==> config.mk <==
export PLATFORM = sky130hd
export DESIGN_NAME = ins_commit
export DESIGN_NICKNAME = d
export VERILOG_FILES = /design/src/rtl/ins_commit.sv
export SDC_FILE = /design/constraint.sdc
export NUM_CORES = 1
export LEC_CHECK = 0
export ABC_CLOCK_PERIOD_IN_PS = 4900
export CORE_MARGIN = 2
export CORE_UTILIZATION = 45
export CTS_CLUSTER_DIAMETER = 50
export DETAILED_ROUTE_END_ITERATION = 8
export GPL_TIMING_DRIVEN = 0
export PLACE_DENSITY = 0.9
export SLEW_MARGIN = 20
export SYNTH_ARGS = -nofsm -noshare
export SYNTH_HDL_FRONTEND = slang
export SYNTH_SLANG_ARGS = --single-unit
==> constraint.sdc <==
create_clock -name sys_clk -period 4.9 [get_ports sys_clk]
set_input_delay 1.47 -clock sys_clk [delete_from_list [all_inputs] [get_ports sys_clk]]
set_output_delay 1.47 -clock sys_clk [all_outputs]
set_load 0.01 [all_outputs]
==> src/rtl/ins_commit.sv <==
// Commit/writeback stage: captures one execute result, performs its store over req/ack, then retires it.
// Optional INS_COMMIT_INSTRET_EN adds a 64-bit retired-instruction counter and its instret port.
module ins_commit #(
   parameter int unsigned MEM_TIMEOUT = 255,
   parameter logic [31:0] PC_STEP     = 32'd4
) (
   input  logic        sys_clk,
   input  logic        sys_rst_n,
   input  logic        commit_valid,
   output logic        commit_ready,
   input  logic        reg_w_op,
   input  logic [4:0]  reg_w_reg_idx,
   input  logic [31:0] reg_w_reg_val,
   input  logic        mem_w_op,
   input  logic [31:0] mem_w_mem_addr,
   input  logic [31:0] mem_w_mem_val,
   input  logic        reg_pc_w_op,
   input  logic [31:0] reg_pc_w_val,
   input  logic [31:0] reg_pc_val,
   output logic        rf_w_en,
   output logic [4:0]  rf_w_idx,
   output logic [31:0] rf_w_val,
   output logic        mem_req,
   output logic [31:0] mem_addr,
   output logic [31:0] mem_wdata,
   input  logic        mem_ack,
   output logic        pc_w_en,
   output logic [31:0] pc_w_val,
   output logic        retire,
   output logic        err,
   output logic [1:0]  state_dbg
`ifdef INS_COMMIT_INSTRET_EN
   ,
   output logic [63:0] instret
`endif
);

   typedef enum logic [1:0] {
      IDLE   = 2'd0,
      MEM    = 2'd1,
      RETIRE = 2'd2
   } state_t;

   localparam logic [15:0] TIMEOUT_LAST = 16'(MEM_TIMEOUT - 1);

   state_t      state_q, state_d;
   logic [15:0] cnt_q, cnt_d;
   logic        cap_rf_we_q, cap_rf_we_d;
   logic [4:0]  rf_w_idx_q, rf_w_idx_d;
   logic [31:0] rf_w_val_q, rf_w_val_d;
   logic [31:0] mem_addr_q, mem_addr_d;
   logic [31:0] mem_wdata_q, mem_wdata_d;
   logic [31:0] pc_w_val_q, pc_w_val_d;
   logic        rf_w_en_q, rf_w_en_d;
   logic        pc_w_en_q, pc_w_en_d;
   logic        retire_q, retire_d;
   logic        mem_req_q, mem_req_d;
   logic        err_q, err_d;
   logic        go_retire;
`ifdef INS_COMMIT_INSTRET_EN
   logic [63:0] instret_q, instret_d;
`endif

   always_comb begin
      state_d     = state_q;
      cnt_d       = cnt_q;
      cap_rf_we_d = cap_rf_we_q;
      rf_w_idx_d  = rf_w_idx_q;
      rf_w_val_d  = rf_w_val_q;
      mem_addr_d  = mem_addr_q;
      mem_wdata_d = mem_wdata_q;
      pc_w_val_d  = pc_w_val_q;
      rf_w_en_d   = 1'b0;
      pc_w_en_d   = 1'b0;
      retire_d    = 1'b0;
      mem_req_d   = mem_req_q;
      err_d       = err_q;
      go_retire   = 1'b0;
      case (state_q)
         IDLE: begin
            if (commit_valid) begin
               // The next PC is resolved at capture so it is stable before the retire pulse.
               cap_rf_we_d = reg_w_op && (reg_w_reg_idx != 5'd0);
               rf_w_idx_d  = reg_w_reg_idx;
               rf_w_val_d  = reg_w_reg_val;
               mem_addr_d  = mem_w_mem_addr;
               mem_wdata_d = mem_w_mem_val;
               pc_w_val_d  = reg_pc_w_op ? reg_pc_w_val : reg_pc_val + PC_STEP;
               cnt_d       = 16'd0;
               if (mem_w_op) begin
                  state_d   = MEM;
                  mem_req_d = 1'b1;
               end else begin
                  go_retire = 1'b1;
               end
            end
         end
         MEM: begin
            if (mem_ack) begin
               mem_req_d = 1'b0;
               go_retire = 1'b1;
            end else if (cnt_q == TIMEOUT_LAST) begin
               mem_req_d = 1'b0;
               err_d     = 1'b1;
               go_retire = 1'b1;
            end else begin
               cnt_d = cnt_q + 16'd1;
            end
         end
         RETIRE:  state_d = IDLE;
         default: state_d = IDLE;
      endcase
      if (go_retire) begin
         state_d   = RETIRE;
         retire_d  = 1'b1;
         pc_w_en_d = 1'b1;
         rf_w_en_d = cap_rf_we_d;
      end
`ifdef INS_COMMIT_INSTRET_EN
      instret_d = go_retire ? instret_q + 64'd1 : instret_q;
`endif
   end

   always_ff @(posedge sys_clk or negedge sys_rst_n) begin
      if (!sys_rst_n) begin
         state_q     <= IDLE;
         cnt_q       <= 16'd0;
         cap_rf_we_q <= 1'b0;
         rf_w_idx_q  <= 5'd0;
         rf_w_val_q  <= 32'd0;
         mem_addr_q  <= 32'd0;
         mem_wdata_q <= 32'd0;
         pc_w_val_q  <= 32'd0;
         rf_w_en_q   <= 1'b0;
         pc_w_en_q   <= 1'b0;
         retire_q    <= 1'b0;
         mem_req_q   <= 1'b0;
         err_q       <= 1'b0;
`ifdef INS_COMMIT_INSTRET_EN
         instret_q   <= 64'd0;
`endif
      end else begin
         state_q     <= state_d;
         cnt_q       <= cnt_d;
         cap_rf_we_q <= cap_rf_we_d;
         rf_w_idx_q  <= rf_w_idx_d;
         rf_w_val_q  <= rf_w_val_d;
         mem_addr_q  <= mem_addr_d;
         mem_wdata_q <= mem_wdata_d;
         pc_w_val_q  <= pc_w_val_d;
         rf_w_en_q   <= rf_w_en_d;
         pc_w_en_q   <= pc_w_en_d;
         retire_q    <= retire_d;
         mem_req_q   <= mem_req_d;
         err_q       <= err_d;
`ifdef INS_COMMIT_INSTRET_EN
         instret_q   <= instret_d;
`endif
      end
   end

   assign commit_ready = (state_q == IDLE);
   assign rf_w_en      = rf_w_en_q;
   assign rf_w_idx     = rf_w_idx_q;
   assign rf_w_val     = rf_w_val_q;
   assign mem_req      = mem_req_q;
   assign mem_addr     = mem_addr_q;
   assign mem_wdata    = mem_wdata_q;
   assign pc_w_en      = pc_w_en_q;
   assign pc_w_val     = pc_w_val_q;
   assign retire       = retire_q;
   assign err          = err_q;
   assign state_dbg    = state_q;
`ifdef INS_COMMIT_INSTRET_EN
   assign instret      = instret_q;
`endif

endmodule

# After elaboration in Yosys (flattened, before gate mapping)
# Cells that the tools add are included.
[word_totals]
register_bits = 156
wordCells = 57
out_inout_bits = 141
[classes]
muxes = 23
bitwise_logic = 1
add_sub_neg = 2
eq_ne = 10
reduce_logical = 9
[ops]
columns = ["cell", "n"]
rows = [
  ["16-bit two-way mux", 3],
  ["32-bit by 3-bit adder with 32-bit output, second input constant", 1],
  ["32-bit two-way mux", 1],
  ["16-bit one-hot mux with 2 select lines", 1],
  ["16-bit by 1-bit adder with 16-bit output, second input constant", 1],
  ["16-bit by 8-bit == test with 1-bit output, second input constant", 1],
  ["1-bit two-way mux", 12],
  ["2-bit inequality test, second input constant", 4],
  ["4-bit AND reduction", 2],
  ["2-bit two-way mux", 3],
  ["3-bit AND reduction", 2],
  ["5-bit nonzero test", 1],
  ["1-bit one-hot mux with 2 select lines", 2],
  ["2-bit one-hot mux with 2 select lines", 1],
  ["3-bit by 1-bit inequality test with 1-bit output, second input constant", 1],
  ["3-bit by 2-bit inequality test with 1-bit output, second input constant", 1],
  ["3-bit inequality test, second input constant", 1],
  ["2-bit by 1-bit == test with 1-bit output, second input constant", 1],
  ["2-bit zero test", 1],
  ["2-bit by 1-bit inequality test with 1-bit output, second input constant", 1],
  ["2-bit AND reduction", 1],
  ["2-bit nonzero test", 1],
  ["1-bit logical AND", 1],
  ["1-bit inverter", 1],
]

# Logic depth before layout (Yosys ltp)
# Gate-level depths: netlist (run 1).
[depth]
depth_word = 6
mapped_depth = 8
ltp_nobuf = 7

# Worst setup path before layout (run 1)
# No wires, ideal clock.
[synth_timing]
path_type = "in2reg"
start = "in reg_pc_val[17]"
end = "reg pc_w_val_q[31], in the netlist pc_w_val[31]"
arrival_time_ps = 2709
setup_slack_ps = 2053
cell_stages = 6
required_time_ps = 4762
cell_sequence = "nand3_2 > or4_4 > buf_6 > nor4_4 > xnor2_1 > o22ai_1"
[synth_via]
elab_chain_len = 2
[synth_rtl]
columns = ["element", "line", "source"]
rows = [
  ["from (decl)", "19", "input logic [31:0] reg_pc_val,"],
  ["32-bit by 3-bit adder with 32-bit output", "88", "pc_w_val_d = reg_pc_w_op ? reg_pc_w_val : reg_pc_val + PC_STEP;"],
  ["32-bit two-way mux", "88", ""],
  ["to (signal assigned)", "150", "pc_w_val_q <= pc_w_val_d;"],
  ["to (decl)", "53", "logic [31:0] pc_w_val_q, pc_w_val_d;"],
]
# No other way between the ends.
# A chain may end at the register's enable or synchronous reset.

# Worst setup path after layout (run 1)
[layout_timing]
start = "in commit_valid"
end = "reg mem_addr_q[19], in the netlist mem_addr[19]"
[layout_via]
elab_chain_len = 1
[layout_rtl]
columns = ["element", "line", "source"]
rows = [
  ["from (decl)", "9", "input logic commit_valid,"],
  ["2-bit AND reduction (no source line)", "-", ""],
  ["to (signal assigned)", "148", "mem_addr_q <= mem_addr_d;"],
  ["to (decl)", "51", "logic [31:0] mem_addr_q, mem_addr_d;"],
]
# No other way between the ends.

==> reports/summary.log, run 1 <==
qor: status.run_status completed
qor: logic_synthesis.synthArstFlopShare 1.00
qor: critical_path.critical_path_s_largest_stage_delay 510 ps
qor: die.floorplan.die.width 128 microns
qor: timing.timing.final.crit_share 0.675
qor: timing.report.final.setup_viol 0
qor: grt.global_routing_usage_summed_across_all_routing_layers 0.284
qor: logic_synthesis.yosys.area_share.xor_xnor 0.0365
qor: clock_tree.cts_num_sinks 156
qor: detailed_routing.met3RoutedLength 2000 microns
qor: detailed_routing.postRouteWirelength 23300 microns
qor: grt.grt_start_max_net_pins 94
qor: logic_synthesis.synth_enable_flop_cells 0
qor: logic_synthesis.yosys.area_share.simple 0.285
qor: logic_synthesis.netlist_top_cells_area dfrtp_1, nand2_1, xnor2_1, o21ai_0, clkbuf_1
qor: critical_path.most_used_cell_along_the_critical_path clkbuf_1
qor: logic_synthesis.yosys-top-cells-count nand2_1, dfrtp_1, clkbuf_1
qor: cells_and_area.layoutNonFillerInstCount 1335
qor: timing.worst_slew_margin_rel 0.449
qor: logic_synthesis.synth_fa_ha_area_frac 0.00539
qor: timing.hold_violations 0
qor: timing.fmax 302 MHz
qor: grt.grt_pass1_vias 6986
qor: critical_path.crit_path_cell_trace clkdlybuf4s50_1 > and2_1 > clkbuf_1 > clkbuf_1 > clkbuf_1 > nand2_1 > nand2_1
qor: clock_tree.clock_tree_from_tritoncts built
qor: clock_tree.clock_transition_at_the_register_clock_pins_on_the_worst_setup_and_hold_paths_after_cts 60 ps
qor: logic_synthesis.cell_count_after_synthesis 802
qor: placed_design.placedCellCount 1302
qor: logic_synthesis.ys_seq_elements 156
qor: logic_synthesis.muxShareOfSynthArea 0.00862
qor: die.coreArea 15100 sq um
qor: timing.final_max_slew_viol_count 0
qor: die.initial_core_utilization 0.460
qor: power.irDropWorstVdd 0.000239 V
qor: critical_path.setup.worst_path.end_class register
qor: grt.grt_antenna_before_repair 1
qor: logic_synthesis.sequential_fraction_of_the_synthesis_area 0.560
qor: placed_design.post-dp-hpwl 17500 microns
qor: clock_tree.holdBufCountCts 0
qor: clock_tree.post-cts-setup-buffers 0
qor: logic_synthesis.synth.most_common_cell nand2_1
qor: cells_and_area.fraction_of_layout_instances_using_a_drive_strength_above_1 0.0419
qor: critical_path.critical_path_arrival 3660 ps
qor: logic_synthesis.synthDistinctLibCells 39
qor: critical_path.critical_path_required 5250 ps
qor: timing.period_needed 3310 ps
qor: logic_synthesis.synth_nets 977
qor: detailed_routing.first_iter_violations 405
qor: detailed_routing.detail-route-antenna-nets 0
qor: critical_path.setup.worst_path.start_class primary input
qor: logic_synthesis.synth_top_area_frac 0.560
qor: timing.grt_setup_unrepaired no
qor: placed_design.place_congestion 0.895
qor: clock_tree.clock_insertion_delay_worst_skew 420 ps
qor: grt.grt_pass1_wl 36000 microns
qor: placed_design.io_buffer_count 311
qor: detailed_routing.total_iterations_of_the_first_detailed_routing_run 5
qor: die.die-area 16500 sq um
qor: logic_synthesis.synth-warning-count 0
qor: cells_and_area.fin_util 0.728
qor: worst_hold_path.hold_class register to register
qor: detailed_routing.highest_layer met4
qor: power.power.density_cell_area 441 nW/um^2
qor: clock_tree.cts.path.max_buffers 2
qor: detailed_routing.met2WireLength 11600 microns
qor: detailed_routing.drt-vias-per-instance 5.22
qor: die.io-pin-count 313
qor: clock_tree.cts_resized 0
qor: flow_run.max-cap-violations 0
qor: cells_and_area.finish.net_count 1308
qor: logic_synthesis.synth-main-ff-cell dfrtp_1
qor: timing.fin_worst_skew 6.25 ps
qor: clock_tree.htreeDepth 4
qor: detailed_routing.met1_length 8870 microns
qor: detailed_routing.num_vias 6964
qor: detailed_routing.avgRoutedWirePerCell 17.4 microns
qor: logic_synthesis.cell_type_with_the_highest_aggregate_area_in_the_netlist dfrtp_1
qor: detailed_routing.drc_errors 0
qor: critical_path.path_class primary input to register
qor: die.placement_rows 45
qor: clock_tree.cts_inserted_buffers 17
qor: die.fp.dieH 128 microns
qor: logic_synthesis.compound_cell_area_share_of_the_yosys_netlist 0.0724
qor: logic_synthesis.dominant_combinational_cell_family_by_area_after_synthesis simple AND/OR/NAND/NOR gates
qor: grt.grt_overflow 0
qor: timing.totalNegativeSetupSlack 0 ps
qor: logic_synthesis.synth.avg_cell_area 8.69 sq um
qor: critical_path.timing.critical_path.slowest_stage_cell clkbuf_1
qor: cells_and_area.layout-area-overhead-vs-synth 58.2%
qor: logic_synthesis.syn_area 6970 sq um
qor: clock_tree.root_buffer clkbuf_16
qor: critical_path.critPathMaxFanout 10
qor: timing.worst_slew_pin_slew 826 ps
qor: power.total_leakage_power 0.00501 uW
registers in the layout (all words and copies together), names as in the netlist:
name,count
state_dbg,2
retire,1
pc_w_val,32
mem_req,1
cnt_q,16
rf_w_idx,5
rf_w_en,1
err,1
rf_w_val,32
cap_rf_we_q,1
mem_wdata,32
mem_addr,32
final timing paths:
| check | startpoint | endpoint | slack, ps | cells past startpoint |
|---|---|---|---|---|
| worst max-delay path | commit_valid | mem_addr[19] | 1590 | 7 |
| worst min-delay path | err | err | 470 | 1 |
| worst max register to register | state_dbg[1] | mem_addr[19] | 2500 | 7 |
| worst min register to register | err | err | 470 | 1 |
| max in group asynchronous | sys_rst_n | mem_addr[7] | 3080 | 2 |
| min in group asynchronous | sys_rst_n | rf_w_val[9] | 980 | 1 |
cells by family after synthesis:
logic type               Yosys count
multiplexers                       6
buffers and inverters             55
AO/OA/AOI/OAI                     90
flip-flops                       156
XOR/XNOR                          29
AND/OR/NAND/NOR                  463
adder cells (fa/ha/maj)            3
cells in the final DEF (no fill, tap or decap), types with 16 or more instances in the layout:
cell             synthesis  routed
nor3_1                  16      16
a21oi_1                 25      25
clkbuf_16                0      17
clkdlybuf4s50_1          0     310
clkbuf_1                40      42
o21ai_0                 37      37
nand2_1                344     344
nor2_1                  36      36
xnor2_1                 24      24
dfrtp_1                156     156
nand3_1                 21      21
metrics by stage:
step	worst slack, ps	instance area (sq um)	hold WS (ps)	total power [uW]
global route	1460	11000	475	5100
finish	1590	11000	466	4860
CTS	1590	11000	469	4880
detailed placement	1170	10300	451	3370
global placement	-3880	10300	441	3320
floorplan	2050	6970	446	2360
layout make-up:
cell class	instances	area, sq um
Inverter	11	41.3
Antenna cell	1	2.50
Multi-Input combinational cell	591	2840
Tap cell	188	235
Sequential cell	156	3900
Timing Repair Buffer	312	3150
Buffer	44	179
Clock inverter	13	239
Fill cell	1117	4130
Clock buffer	19	433
layer usage:
metal | up-vias | global-route usage
met5 | - | 0
met4 | 0 | 0.127
met3 | 58 | 0.0757
met2 | 334 | 0.485
met1 | 3289 | 0.339
li1 | 3283 | -
critical path, delay by kind of cell:
family	cells	cell delay, ps
AND/OR/NAND/NOR	3	430
buffers and inverters	4	1750
where the power goes:
part	internal [uW]	switching (uW)
Clock	963	540
Sequential	1610	184
Combinational	831	732
Power figures use the tool's default switching activity.
==> run 2: changes to the inputs <==
--- a/config.mk
+++ b/config.mk
@@ -5,13 +5,13 @@
 export SDC_FILE = /design/constraint.sdc
 export NUM_CORES = 1
 export LEC_CHECK = 0
-export ABC_CLOCK_PERIOD_IN_PS = 4900
+export ABC_CLOCK_PERIOD_IN_PS = 3100
 export CORE_MARGIN = 2
-export CORE_UTILIZATION = 45
+export CORE_UTILIZATION = 42
 export CTS_CLUSTER_DIAMETER = 50
 export DETAILED_ROUTE_END_ITERATION = 8
 export GPL_TIMING_DRIVEN = 0
-export PLACE_DENSITY = 0.9
+export PLACE_DENSITY = 0.85
 export SLEW_MARGIN = 20
 export SYNTH_ARGS = -nofsm -noshare
 export SYNTH_HDL_FRONTEND = slang
==> constraint.sdc (replaced) <==
create_clock -name sys_clk -period 3.1 [get_ports sys_clk]
set_input_delay 0.93 -clock sys_clk [delete_from_list [all_inputs] [get_ports sys_clk]]
set_output_delay 0.93 -clock sys_clk [all_outputs]
set_load 0.01 [all_outputs]
==> run 2 against run 1 <==
  * Sequential power rose by 58%
  * Clock-buffer cell count fell by 1
  * First-iteration DRC count fell by 18%
  * Worst setup slack got worse by 1400 ps
  * Highest routed layer unchanged
==> reports/summary.log, run 2 (synthesis gave the netlist of run 1 again) <==
qor: detailed_routing.num_vias 6853 [was 6964]
qor: timing.report.final.setup_viol 0 [unchanged]
qor: clock_tree.clock_tree_from_tritoncts built [unchanged]
qor: grt.grt_antenna_before_repair 0 [was 1]
qor: timing.timing.final.crit_share 0.924
qor: power.total_leakage_power 0.00495 uW [was 0.00501 uW]
qor: grt.global_routing_usage_summed_across_all_routing_layers 0.260 [was 0.284]
qor: detailed_routing.total_iterations_of_the_first_detailed_routing_run 5 [unchanged]
qor: placed_design.post-dp-hpwl 17400 microns [was 17500 microns]
qor: placed_design.io_buffer_count 311 [unchanged]
qor: clock_tree.htreeDepth 4 [unchanged]
qor: status.run_status completed [unchanged]
qor: detailed_routing.detail-route-antenna-nets 0 [unchanged]
qor: critical_path.critical_path_arrival 3190 ps [was 3660 ps]
qor: timing.layout_setup_ws 235 ps [was 1590 ps]
qor: power.power.density_cell_area 666 nW/um^2 [was 441 nW/um^2]
qor: detailed_routing.drt-vias-per-instance 5.02 [was 5.22]
qor: flow_run.max-cap-violations 0 [unchanged]
qor: cells_and_area.layout-area-overhead-vs-synth 57.2% [was 58.2%]
qor: clock_tree.clock_insertion_delay_worst_skew 420 ps [about the same]
qor: critical_path.most_used_cell_along_the_critical_path clkbuf_1 [unchanged]
qor: critical_path.path_class primary input to register [unchanged]
qor: detailed_routing.first_iter_violations 333 [was 405]
qor: cells_and_area.mostFrequentLayoutCell nand2_1 [unchanged]
qor: clock_tree.cts_resized 0 [unchanged]
qor: grt.grt_pass1_vias 6857 [was 6986]
qor: critical_path.setup.worst_path.start_class primary input [unchanged]
qor: timing.final_max_slew_viol_count 0 [unchanged]
qor: clock_tree.cts.path.max_buffers 2 [unchanged]
qor: detailed_routing.avgRoutedWirePerCell 16.7 microns [was 17.4 microns]
qor: clock_tree.holdBufCountCts 0 [unchanged]
qor: cells_and_area.finish.net_count 1308 [unchanged]
qor: timing.grt_setup_unrepaired no [unchanged]
qor: power.irDropWorstVdd 0.000381 V [was 0.000239 V]
qor: die.floorplan.die.width 133 microns [was 128 microns]
qor: timing.worst_slew_pin_slew 673 ps [was 826 ps]
qor: critical_path.critPathMaxFanout 10 [unchanged]
qor: power.p_total 7290 uW [was 4860 uW]
qor: cells_and_area.fin_util 0.667 [was 0.728]
qor: grt.grt_start_max_net_pins 82 [was 94]
qor: die.die-area 17600 sq um [was 16500 sq um]
qor: cells_and_area.fraction_of_layout_instances_using_a_drive_strength_above_1 0.0428 [was 0.0419]
qor: placed_design.placement.setup.worst_slack -52.9 ps [was 1170 ps]
qor: cells_and_area.commonest_non_fill_non_tap_cells_in_the_layout nand2_1, clkdlybuf4s50_1, dfrtp_1 [unchanged]
qor: die.io-pin-count 313 [unchanged]
qor: timing.timing.hold.ws 464 ps [was 466 ps]
qor: cells_and_area.diodes 0 [was 1]
qor: clock_tree.cts_inserted_buffers 17 [unchanged]
qor: timing.fmax 349 MHz
qor: die.initial_core_utilization 0.425 [was 0.460]
qor: critical_path.critical_path_s_largest_stage_delay 540 ps [was 510 ps]
qor: die.fp.dieH 133 microns [was 128 microns]
qor: critical_path.critical_path_required 3430 ps [was 5250 ps]
qor: detailed_routing.drc_errors 0 [unchanged]
qor: die.placement_rows 47 [was 45]
qor: clock_tree.clock_transition_at_the_register_clock_pins_on_the_worst_setup_and_hold_paths_after_cts 60 ps [about the same]
qor: critical_path.timing.critical_path.slowest_stage_cell clkbuf_1 [unchanged]
qor: timing.worst_slew_margin_rel 0.550 [was 0.449]
qor: clock_tree.cts_num_sinks 156 [unchanged]
qor: worst_hold_path.hold_class register to register [unchanged]
qor: grt.grt_overflow 0 [unchanged]
qor: timing.hold_violations 0 [unchanged]
qor: grt.grt_pass1_wl 35900 microns [was 36000 microns]
qor: clock_tree.root_buffer clkbuf_16 [unchanged]
qor: critical_path.setup.worst_path.end_class register [unchanged]
qor: placed_design.place_congestion 0.886 [was 0.895]
qor: critical_path.crit_path_cell_trace clkdlybuf4s50_1 > and2_1 > clkbuf_1 > clkbuf_1 > clkbuf_1 > nand3_1 > o211ai_1 [was clkdlybuf4s50_1 > and2_1 > clkbuf_1 > clkbuf_1 > clkbuf_1 > nand2_1 > nand2_1]
qor: detailed_routing.postRouteWirelength 22800 microns [was 23300 microns]
qor: clock_tree.post-cts-setup-buffers 0 [unchanged]
qor: timing.period_needed 2860 ps
qor: timing.fin_worst_skew 8.89 ps [was 6.25 ps]
qor: die.coreArea 16400 sq um [was 15100 sq um]
-- run 2: cell types whose count changed in the layout (fill, tap and decap cells not counted), sizes merged --
cell | before | now
clkbuf | 59 | 58
bufinv | 6 | 1
inv | 13 | 17
clkinvlp | 0 | 4
clkinv | 5 | 3
diode | 1 | 0
-- run 2: cell type report --
type	count	area (sq um)
well taps	220	275
repair buffers	312	3150
clock inverters	14	134
flip-flops and latches	156	3900
fillers	1320	5460
clock buffers	18	429
inverters	11	41.3
multi-input cells	591	2840
plain buffers	44	179
-- run 2: per-layer routing --
layer  global-route usage  vias to the layer above  wire, microns
met4               0.0914                        0            621
met2                0.434                      291          11100
li1                     -                     3281              -
met5                    0                        -              0
met1                0.324                     3234           9320
met3               0.0759                       47           1780
-- run 2: stage by stage --
step / setup TNS [ps] / cells / instance area (sq um)
floorplan: 0 / 802 / 6970
global placement: -824240 / 1333 / 10400
detailed placement: -139 / 1334 / 10400
CTS: 0 / 1366 / 10900
global route: 0 / 1366 / 10900
finish: 0 / 1366 / 10900
-- run 2: power by group --
group,leakage (uW),internal [uW],switching (uW)
clock network,0.000266,1120,886
registers,0.00194,2540,280
logic,0.00274,1310,1150
total,0.00495,4970,2320
-- run 2: final timing paths --
kind,from,end,slack (ps),cells after the start
min,err,err,460,1
max,commit_valid,pc_w_val[11],240,7
min in group asynchronous,sys_rst_n,rf_w_val[7],470,1
min reg2reg,err,err,460,1
max in group asynchronous,sys_rst_n,mem_wdata[29],1830,2
max reg2reg,state_dbg[0],pc_w_val[11],620,7
-- run 2: worst max-delay path, delay by kind of cell --
kind / cells / cell delay (ps)
and+or+nand+nor: 2 / 290
AOI/OAI and AO/OA: 1 / 130
buffers and inverters: 4 / 1820
